==> src/rtl/sig_hist_pkg.sv <==
// Shared types and constants for the sampled-value history tracker.
// Holds the fill FSM encoding, the legal parameter ranges and the fill-counter width helper.
package sig_hist_pkg;

  typedef enum logic [1:0] {
    EMPTY = 2'd0,
    PRIME = 2'd1,
    FULL  = 2'd2
  } fill_state_t;

  localparam int DEPTH_MIN = 2;
  localparam int DEPTH_MAX = 16;
  localparam int CNT_W_MIN = 2;
  localparam int CNT_W_MAX = 32;

  // The fill counter must be able to hold the value DEPTH itself.
  function automatic int fill_cnt_w(input int depth);
    return $clog2(depth + 1);
  endfunction

endpackage

==> src/rtl/sig_history_tracker_sat_counter.sv <==
// Saturating up-counter with a sticky saturation flag.
// The flag is set on the same edge that the count first becomes all-ones.
module sat_counter #(
  parameter int CNT_W = 8
) (
  input  logic             clk,
  input  logic             rst_n,
  input  logic             clr,
  input  logic             inc,
  output logic [CNT_W-1:0] cnt,
  output logic             sat
);

  logic [CNT_W-1:0] cnt_next;

  assign cnt_next = cnt + 1'b1;

  always_ff @(posedge clk) begin
    if (!rst_n || clr) begin
      cnt <= '0;
      sat <= 1'b0;
    end else if (inc && !sat) begin
      cnt <= cnt_next;
      sat <= &cnt_next;
    end
  end

endmodule

==> src/rtl/sig_history_tracker.sv <==
// Registers a_in each enabled edge into a DEPTH-deep history and decodes
// rose/fell/stable, a fill-complete flag and a saturating toggle count.
module sig_history_tracker
  import sig_hist_pkg::*;
#(
  parameter int DEPTH = 4,
  parameter int CNT_W = 8
) (
  input  logic             clk,
  input  logic             rst_n,
  input  logic             a_in,
  input  logic             en,
  input  logic             clr,
  output logic [DEPTH-1:0] past_vec,
  output logic             hist_valid,
  output logic             rose,
  output logic             fell,
  output logic             stable,
  output logic [CNT_W-1:0] toggle_cnt,
  output logic             cnt_sat
);

  localparam int FW = fill_cnt_w(DEPTH);
  localparam logic [FW-1:0] LAST_PRIME = FW'(DEPTH - 1);
  localparam logic [FW-1:0] TWO        = FW'(2);

  if (DEPTH < DEPTH_MIN || DEPTH > DEPTH_MAX) begin : g_depth_bad
    $error("sig_history_tracker: DEPTH out of range 2..16");
  end
  if (CNT_W < CNT_W_MIN || CNT_W > CNT_W_MAX) begin : g_cnt_w_bad
    $error("sig_history_tracker: CNT_W out of range 2..32");
  end

  fill_state_t   state;
  fill_state_t   next_state;
  logic [FW-1:0] fill_cnt;
  logic          wipe;
  logic          step;
  logic          toggle_inc;
  logic          flags_ok;

  assign wipe = !rst_n || clr;
  assign step = en && !clr;

  always_ff @(posedge clk) begin
    if (wipe) state <= EMPTY;
    else      state <= next_state;
  end

  always_comb begin
    next_state = state;
    if (step) begin
      case (state)
        EMPTY:   next_state = PRIME;
        PRIME:   if (fill_cnt == LAST_PRIME) next_state = FULL;
        default: next_state = state;
      endcase
    end
  end

  // fill_cnt stops once FULL so it never needs more than DEPTH.
  always_ff @(posedge clk) begin
    if (wipe) begin
      past_vec <= '0;
      fill_cnt <= '0;
    end else if (en) begin
      past_vec <= {past_vec[DEPTH-2:0], a_in};
      if (state != FULL) fill_cnt <= fill_cnt + 1'b1;
    end
  end

  // With no prior sample in EMPTY there is nothing to compare against.
  assign toggle_inc = step && (state != EMPTY) && (a_in != past_vec[0]);

  sat_counter #(
    .CNT_W (CNT_W)
  ) u_sat_counter (
    .clk   (clk),
    .rst_n (rst_n),
    .clr   (clr),
    .inc   (toggle_inc),
    .cnt   (toggle_cnt),
    .sat   (cnt_sat)
  );

  always_comb begin
    flags_ok   = (state == FULL) || ((state == PRIME) && (fill_cnt >= TWO));
    hist_valid = (state == FULL);
    rose       = flags_ok &&  past_vec[0] && !past_vec[1];
    fell       = flags_ok && !past_vec[0] &&  past_vec[1];
    stable     = flags_ok && (past_vec[0] == past_vec[1]);
  end

endmodule

==> config.mk <==
export PLATFORM = sky130hd
export DESIGN_NAME = sig_history_tracker
export DESIGN_NICKNAME = d
export VERILOG_FILES = /design/src/rtl/sig_hist_pkg.sv /design/src/rtl/sig_history_tracker_sat_counter.sv /design/src/rtl/sig_history_tracker.sv
export SDC_FILE = /design/constraint.sdc
export NUM_CORES = 1
export LEC_CHECK = 0
export ABC_AREA = 1
export CAP_MARGIN = 40
export CORE_MARGIN = 1
export CORE_UTILIZATION = 30
export CTS_CLUSTER_DIAMETER = 100
export CTS_CLUSTER_SIZE = 14
export DETAILED_ROUTE_END_ITERATION = 8
export PLACE_DENSITY_LB_ADDON = 0.05
export SYNTH_ARGS = -nofsm -noshare
export SYNTH_HDL_FRONTEND = slang
export SYNTH_SLANG_ARGS = --single-unit
==> constraint.sdc <==
create_clock -name clk -period 1.4 [get_ports clk]
set_input_delay 0.28 -clock clk [delete_from_list [all_inputs] [get_ports clk]]
set_output_delay 0.28 -clock clk [all_outputs]
set_load 0.1 [all_outputs]
======== Word-level counts from Yosys, hierarchy flattened ========
Cells that the tools add are included.
Widths: inputs -> output; s select.
cells by class
  add/subtract/negate cells ............... 2
  magnitude comparators ................... 1
  equality and inequality tests ........... 7
  multiplexer cells ....................... 2
  reductions and logical operators ........ 23
operator list
  operator             number
  $logic_and 1x1->1    10
  $add 8x1->8 const B  1
  $reduce_and 8->1     1
  $logic_not 1->1      5
  $ne 2x2->1 const B   2
  $pmux 2 s2           1
  $reduce_bool 2->1    2
  $add 3x1->3 const B  1
  $eq 3x2->1 const B   1
  $ge 3x2->1 const B   1
  $reduce_and 3->1     1
  $eq 2x1->1 const B   1
  $eq 2x2->1 const B   1
  $logic_not 2->1      1
  $logic_or 1x1->1     2
  $mux 2               1
  $reduce_and 2->1     1
  $eq 1x1->1           1
  $ne 1x1->1           1
storage, ports and cells
  flip-flop bits (word level) ............. 18
  logic and storage cells ................. 40

======== Logic depth before layout (Yosys ltp) ========
Gate-level depths: netlist (run 1).
  depth after elaboration ................. 5
  depth in mapped cells ................... 9
  depth with buffers taken out ............ 9

======== By module ========
From an unflattened synthesis (run 1), not the netlist that was laid out.
second synthesis, totals
  cell total of the unflattened synthesis .. 145
  area, all modules ....................... 999.7 um2
by module, submodules not included
  module               instances  cells an instance  area each (um2)
  sat_counter          1          80                 530.5
  sig_history_tracker  1          65                 469.2

======== Least setup slack after synthesis (run 1) ========
OpenSTA, ideal clock, no wires.
  kind .................................... reg2out
  start point ............................. register state[1]
  end point ............................... output fell
  data arrival time ....................... 4.040 ns
  required time ........................... 1.120 ns
  slack ................................... -2.920 ns
  stages on the path, launching flop included .. 5
  buffers on the path ..................... 0
  cells stage by stage .................... dfxtp_1 -> inv_1 -> nor2_1 -> nor2_1 -> nor3_1
on the way
  elaborated cells between the ends (all ways) .. 6
  those cells by class .................... eq/ne: 2; reduce/logical: 4
RTL lines
  what                            line                       RTL
  start, declared                 sig_history_tracker.sv:34  fill_state_t state;
  start signal, assigned          sig_history_tracker.sv:47  else state <= next_state;
  $eq 2x2->1                      --
  net hist_valid                  sig_history_tracker.sv:15  output logic hist_valid,
  $logic_or 1x1->1                sig_history_tracker.sv:87  flags_ok = (state == FULL) || ((state == PRIME) && (fill_cnt >= TWO));
  $logic_and 1x1->1 (2 in a row)  sig_history_tracker.sv:90  fell = flags_ok && !past_vec[0] && past_vec[1];
  end, declared                   sig_history_tracker.sv:17  output logic fell,
The timed path passes the listed nets, and every way through them passes these cells.

======== Worst setup path in the final report (run 1) ========
  start point ............................. register state[0]
  end point ............................... output stable
on the way
  cells in the longest elaborated chain, start to end .. 4
  elaborated cells between the ends (all ways) .. 5
  those cells by class .................... eq/ne: 2; reduce/logical: 3
ends and longest elaborated chain
  what                 line                       RTL
  $eq 2x1->1           sig_history_tracker.sv:87
  $logic_and 1x1->1    sig_history_tracker.sv:87
  $logic_or 1x1->1 *   sig_history_tracker.sv:87
  $logic_and 1x1->1 *  sig_history_tracker.sv:91  stable = flags_ok && (past_vec[0] == past_vec[1]);
  end, declared        sig_history_tracker.sv:18  output logic stable,
Mark *: on every way between the ends. The rest lies on a longest branch, timed or not.

==> results of run 1 <==
==> power groups by stage <==
stage	sequential, W	clock (W)	combinational (W)
after floorplan	0.000569	0	0.0000594
after global placement	0.000535	0	0.000172
after detailed placement	0.000537	0	0.000173
after CTS	0.000526	0.000284	0.000182
after global routing	0.000528	0.000318	0.000197
final	0.000526	0.000276	0.000183
==> state kept, by name, summed over array words and instances (netlist names) <==
register	count
u_sat_counter.cnt	8
state	2
fill_cnt	3
past_vec	4
u_sat_counter.sat	1
==> kinds of logic after synthesis <==
| family | share of synthesized area [%] |
|---|---|
| DFF | 38.5 |
| AOI/OAI and AO/OA | 20.5 |
| buffers and inverters | 9.22 |
| adders and majority gates | 5.35 |
| xor gates and xnor gates | 0.936 |
| and+or+nand+nor | 25.5 |
==> worst max-delay path by stage <==
stage,startpoint,to
detailed placement,clr,u_sat_counter.cnt[1]$_SDFFE_PP0P_
CTS,state[1]$_SDFFE_PP0P_,fell
floorplan,state[1]$_SDFFE_PP0P_,fell
global route,state[1]$_SDFFE_PP0P_,stable
global placement,en,u_sat_counter.cnt[3]$_SDFFE_PP0P_
finish,state[0]$_SDFFE_PP0P_,stable
==> repair_timing <==
item / CTS / global route
pin swaps: 4 / 3
resized for setup: 8 / 8
endpoints found under the hold margin: 0 / 0
setup endpoints to repair: 4 / 13
setup buffers: 4 / 1
==> metrics by stage <==
step | instances | setup slack [ns]
2_1_floorplan | 131 | -0.708
3_3_place_gp | 195 | -0.227
3_5_place_dp | 195 | -0.268
4_1_cts | 202 | -0.296
5_1_grt | 203 | -0.311
6_report | 203 | -0.241
==> routing by layer <==
layer  vias up  part of all wire (%)  wire, um
met2        16                    53      1210
met1       439                    43       979
met3         4                   3.1        71
met5         -                     0         0
li1        517                     -         -
met4         0                   1.1        25
==> cells in the final DEF (no fill, tap or decap), types with 5 or more instances in the layout <==
cell,instances
buf_4,15
dfxtp_4,6
nor2_1,11
o21ai_1,5
buf_12,18
a21oi_1,13
inv_1,15
dfxtp_2,8
o21ai_0,8
nor2_4,5
nand2_1,22
nand3_1,5
==> cell type report <==
class / instances / share of cell area, %
clock buffers: 4 / 1.59
inverters: 19 / 4.46
multi-input cells: 92 / 35.6
flip-flops and latches: 18 / 23.7
well taps: 31 / 2.34
repair buffers: 39 / 32.3
==> synthesized netlist by cell type <==
master,count,area [um2]
buf_6,1,11.3
o21ai_1,3,15.0
o21ai_0,10,50.1
a211oi_2,2,25.0
xor2_1,1,8.76
o21bai_1,1,7.51
clkinv_1,1,3.75
nand2_1,23,86.3
nor2_4,2,22.5
inv_1,16,60.1
nor2_2,1,6.26
a21oi_1,14,70.1
dfxtp_1,18,360
nor3_1,3,15.0
inv_2,2,7.51
nor2_1,16,60.1
o22ai_1,1,6.26
nand2_2,2,12.5
a2111oi_0,1,8.76
a21oi_2,1,8.76
nand4_1,1,6.26
ha_1,4,50.1
nand3_1,6,30.0
clkbuf_1,1,3.75
==> summary.md, run 1 <==
| Metric | Value |
|---|---|
| Synth Register Bits | `18` |
| # port buffers | `21` |
| Grt peak-use layer | `met2` |
| Hpwl dp | `1.78 mm` |
| Final Core Density | `58.1%` |
| CP Data Arrival Time | `1.36 ns` |
| Pin count of the biggest net entering global routing | `12` |
| WL per Instance | `11.3 um` |
| Vias in the first global route | `between 900 and 1000` |
| Fillcell total | `255` |
| Max Cap Viol | `0` |
| Cell count after synthesis | `131` |
| Placed Area | `between 1500 and 2000 um2` |
| Rows | `19` |
| Crit path kind | `register to output port` |
| Final WS setup | `-0.241 ns` |
| HP Start | `fill_cnt[0]$_SDFFE_PP0P_` |
| Vias/cell | `around 4.8` |
| Syn Nets | `140` |
| RR Endpoint | `state[0]$_SDFFE_PP0P_` |
| Multi-input logic area | `589 um2` |
| CTS sink cnt | `18` |
| R2r setup slk | `0.03 ns` |
| Outcome | `finished, violations left` |
| Register area | `393 um2` |
| Clock power frac | `28.0%` |
| Slowest CP cell | `dfxtp_2` |
| DRC viols | `3` |
| Crit-path max FO | `4` |
| Final setup fails | `4` |
| Setup_tns | `-0.913 ns` |
| Crit path buffers/inverters | `2` |
| First-pass GRT wire length | `around 4.1 mm` |
| CTS tree | `done` |
| Critical Path Max Stage Delay | `0.35 ns` |
| RSZ-0062 raised after global routing | `yes` |
| Pwr dens | `594 nW/um2` |
| Worst R2R Start | `fill_cnt[0]$_SDFFE_PP0P_` |
| Antenna cells | `0` |
| Post-Syn Area | `936 um2` |
| Num CTS Buffers | `3` |
| CP Launch Type | `register` |
| WP data required | `1.12 ns` |
| Worst-Skew Late Latency | `0.30 ns` |
| Sequential area share after synthesis | `between 30% and 40%` |
| Crit-path leading delay family | `flip-flops` |
| Final WL | `2.29 mm` |
| Die Y | `57.9 um` |
| Layout area overhead | `77.0%` |
| Overflow left after global routing | `0` |
| Design Area, Final | `roughly 1700 um2` |
| Layout cells sized above 1 | `between 40% and 50%` |
| Initial Util | `32.8%` |
| Layout net count | `182` |
| Worst-path clk slew | `0.11 ns` |
| Syn avg cell area | `7.14 um2` |
| Switch Pwr | `0.000282 W` |
| Max clock buf depth | `2` |
| Final Max Tran Viols | `0` |
| Fin. Hold Viols | `0` |
| Worst slew pin tran | `0.350 ns` |
| Hold Path Class | `register to register` |
| Count of cell types in the netlist | `24` |
| Initial DRC count | `39` |
| Sequential cell fraction of total power | `53.5%` |
| Failing checks | `design-rule violations, negative setup slack` |
| Critical Path Sink Type | `output port` |
| Final GP Congestion | `roughly 0.8` |
| Worst Hold End | `fill_cnt[0]$_SDFFE_PP0P_` |
| Tcrit/Tclk final | `117%` |
| Final clock skew | `0.0147 ns` |
| VDD IR max | `0.380 mV` |
| Overall Global Routing Usage | `15.7%` |
| Via count | `976` |
| CTS HTree Levels | `1` |
| Max Freq | `609 MHz` |
| Initial antenna violation count | `0` |
| Reg2Reg Depth | `5` |
| Power, Total | `0.000984 W` |
| Synth warnings | `0` |
| First-pass DRT Iterations | `6` |
| Total core area | `2850 um2` |
| Slew HR | `between 70% and 80%` |
| Pint | `around 0.0007 W` |
| Final ANT Viol Nets | `0` |
| M1 GR Usage | `between 10% and 20%` |
| Clock Tree Root | `clkbuf_4` |
| IO Pins | `22` |
| Final Hold Slack | `0.488 ns` |
| Hold Path Depth | `1` |
| # hold bufs at CTS | `0` |
| Full die area | `approximately 3300 um2` |
| Sw Share | `28.7%` |
| Met3 Use GR | `2.01%` |
| Combinational power share | `18.5%` |
| Met2 Use GR | `29.7%` |
| Min Tclk post-route | `1.64 ns` |
| CP Depth | `5` |
| Critical Path, Cell by Cell | `buf_6 -> nor2_4 -> o22ai_4 -> a21oi_4 -> buf_12` |
| LEAKAGE | `~0.65 nW` |
| DIE WIDTH | `57.9 um` |
Note: power is estimated with default switching activity, not from simulation.
==> inputs of run 2 (changes only) <==
Settings changed: SKIP_CTS_REPAIR_TIMING set to 1, SLEW_MARGIN set to 20.
==> run 2 against run 1 <==
Compared with the run above: the run still ends with design-rule violations, negative setup slack left; setup slack worse by 0.024 ns; sequential share of layout area down 0.50 points; clock power down 2%; critical endpoint is now fell.
==> summary.md, run 2 (synthesis results as in run 1) <==
| Metric | Value |
|---|---|
| Min Tclk post-route | `about 1.7 ns` |
| Initial antenna violation count | `0` |
| Crit-path max FO | `3` |
| DIE WIDTH | `57.9 um` |
| Via count | `989` |
| Hpwl dp | `roughly 1.8 mm` |
| WP data required | `1.12 ns` |
| Max Freq | `between 600 and 700 MHz` |
| CP dominant cell by count | `nor2_4` |
| Full die area | `3350 um2` |
| Final GP Congestion | `0.778` |
| Crit path kind | `register to output port` |
| Worst-path clk slew | `0.11 ns` |
| Failing checks | `design-rule violations, negative setup slack` |
| RSZ-0062 raised after global routing | `yes` |
| Slew HR | `82.6%` |
| Biggest regs | `u_sat_counter.cnt (8), past_vec (4), fill_cnt (3)` |
| CTS sink cnt | `18` |
| Slowest CP cell | `dfxtp_2` |
| Tcrit/Tclk final | `119%` |
| CP Data Arrival Time | `1.38 ns` |
| Pin count of the biggest net entering global routing | `12` |
| Multi-input logic area | `around 620 um2` |
| Final WS setup | `-0.265 ns` |
| Overall Global Routing Usage | `15.1%` |
| Final clock skew | `between 0.009 and 0.01 ns` |
| Clock Tree Root | `clkbuf_4` |
| Layout net count | `184` |
| Fin. Hold Viols | `0` |
| First-pass DRT Iterations | `6` |
| DRC viols | `3` |
| Final Core Density | `59.1%` |
| Initial Util | `32.8%` |
| Final Max Tran Viols | `0` |
| Most common cell after layout, fill and taps aside | `nand2_1` |
| Max Cap Viol | `0` |
| Worst-Skew Late Latency | `0.29 ns` |
| Initial DRC count | `34` |
| First-pass GRT wire length | `3.91 mm` |
| Vias in the first global route | `951` |
| Commonest non-fill, non-tap cells in the layout | `22 x nand2_1, 18 x buf_12, 17 x buf_4, 15 x inv_1, 13 x a21oi_1` |
| WL per Instance | `around 12 um` |
| IO Pins | `22` |
| Worst slew pin tran | `roughly 0.26 ns` |
| Setup_tns | `-1.02 ns` |
| LEAKAGE | `~0.66 nW` |
| Fillcell total | `251` |
| Max reg flops | `8` |
| Register area | `392 um2` |
| Pwr dens | `584 nW/um2` |
| Critical Path Max Stage Delay | `0.35 ns` |
| Outcome | `finished, violations left` |
| Overflow left after global routing | `0` |
| Hold Path Class | `register to register` |
| Final WL | `2.40 mm` |
| Die Y | `about 58 um` |
| Crit-path leading delay family | `simple AND/OR/NAND/NOR gates` |
| CTS HTree Levels | `1` |
| Layout area overhead | `80.2%` |
| Largest reg by FF count | `u_sat_counter.cnt` |
| # port buffers | `21` |
| CTS tree | `done` |
| CP Launch Type | `register` |
| Total core area | `between 2000 and 3000 um2` |
| Rows | `19` |
| Antenna cells | `0` |
| Crit path buffers/inverters | `2` |
| Vias/cell | `4.82` |
| Max clock buf depth | `2` |
| VDD IR max | `~0.37 mV` |
| Layout cells sized above 1 | `44.3%` |
| Num CTS Buffers | `3` |
| Critical Path Sink Type | `output port` |
| Critical Path, Cell by Cell | `inv_4 -> nand2_4 -> nor2_4 -> nor2_4 -> nor3_4 -> buf_12` |
| Final ANT Viol Nets | `0` |
| Final setup fails | `4` |
==> run 2: cell count changes in the layout (fill, tap and decap cells not counted), moves of 2 or more <==
cell     before  now
o21ai_0       8   10
buf_4        15   17
o21ai_1       5    3
nor2_2        3    1
==> run 2: routing by layer <==
metal  share of wire [%]  up-vias  track usage [%]
met4                0.67        0             8.16
met3                 2.7        2             2.23
met2                  54       12             27.8
met1                  43      460             16.5
li1                    -      515                -
met5                   0        -                0
==> run 2: worst paths after layout <==
path / from / to / slack, ns / depth (start not counted)
max reg2reg: state[1]$_SDFFE_PP0P_ / u_sat_counter.sat$_SDFFE_PP0P_ / 0.07 / 8
min reg2reg: fill_cnt[0]$_SDFFE_PP0P_ / fill_cnt[0]$_SDFFE_PP0P_ / 0.48 / 1
min: fill_cnt[0]$_SDFFE_PP0P_ / fill_cnt[0]$_SDFFE_PP0P_ / 0.48 / 1
max: state[1]$_SDFFE_PP0P_ / fell / -0.26 / 6
==> run 2: where the power goes <==
group | internal, W | leakage [nW] | total (W) | switching, W
Combinational | 0.0000798 | 0.493 | 0.000189 | 0.000109
Sequential | 0.000512 | 0.154 | 0.000526 | 0.0000138
Clock | 0.000111 | 0.0150 | 0.000271 | 0.000160
==> run 2: area by class of cell <==
type / count / share of cell area, %
well taps: 31 / 2.30
inverters: 19 / 4.38
flip-flops and latches: 18 / 23.2
clock buffers: 4 / 1.56
repair buffers: 40 / 32.0
multi-input cells: 93 / 36.6
==> run 2: stage by stage <==
stage,instances,hold WS (ns),power [W],instance area (um2),setup slack (ns)
after floorplan,131,0.367,0.000628,1030,-0.708
after global placement,195,0.445,0.000708,1550,-0.227
after detailed placement,195,0.463,0.000710,1550,-0.268
after CTS,199,0.483,0.000983,1580,-0.427
after global routing,205,0.540,0.00105,1690,-0.354
final,205,0.484,0.000985,1690,-0.265
==> inputs of run 3 (changes only) <==
Settings changed: CAP_MARGIN 40 to 10.
==> results of run 3 <==
Same layout as run 2: the final DEF is identical, and so are final timing and power.
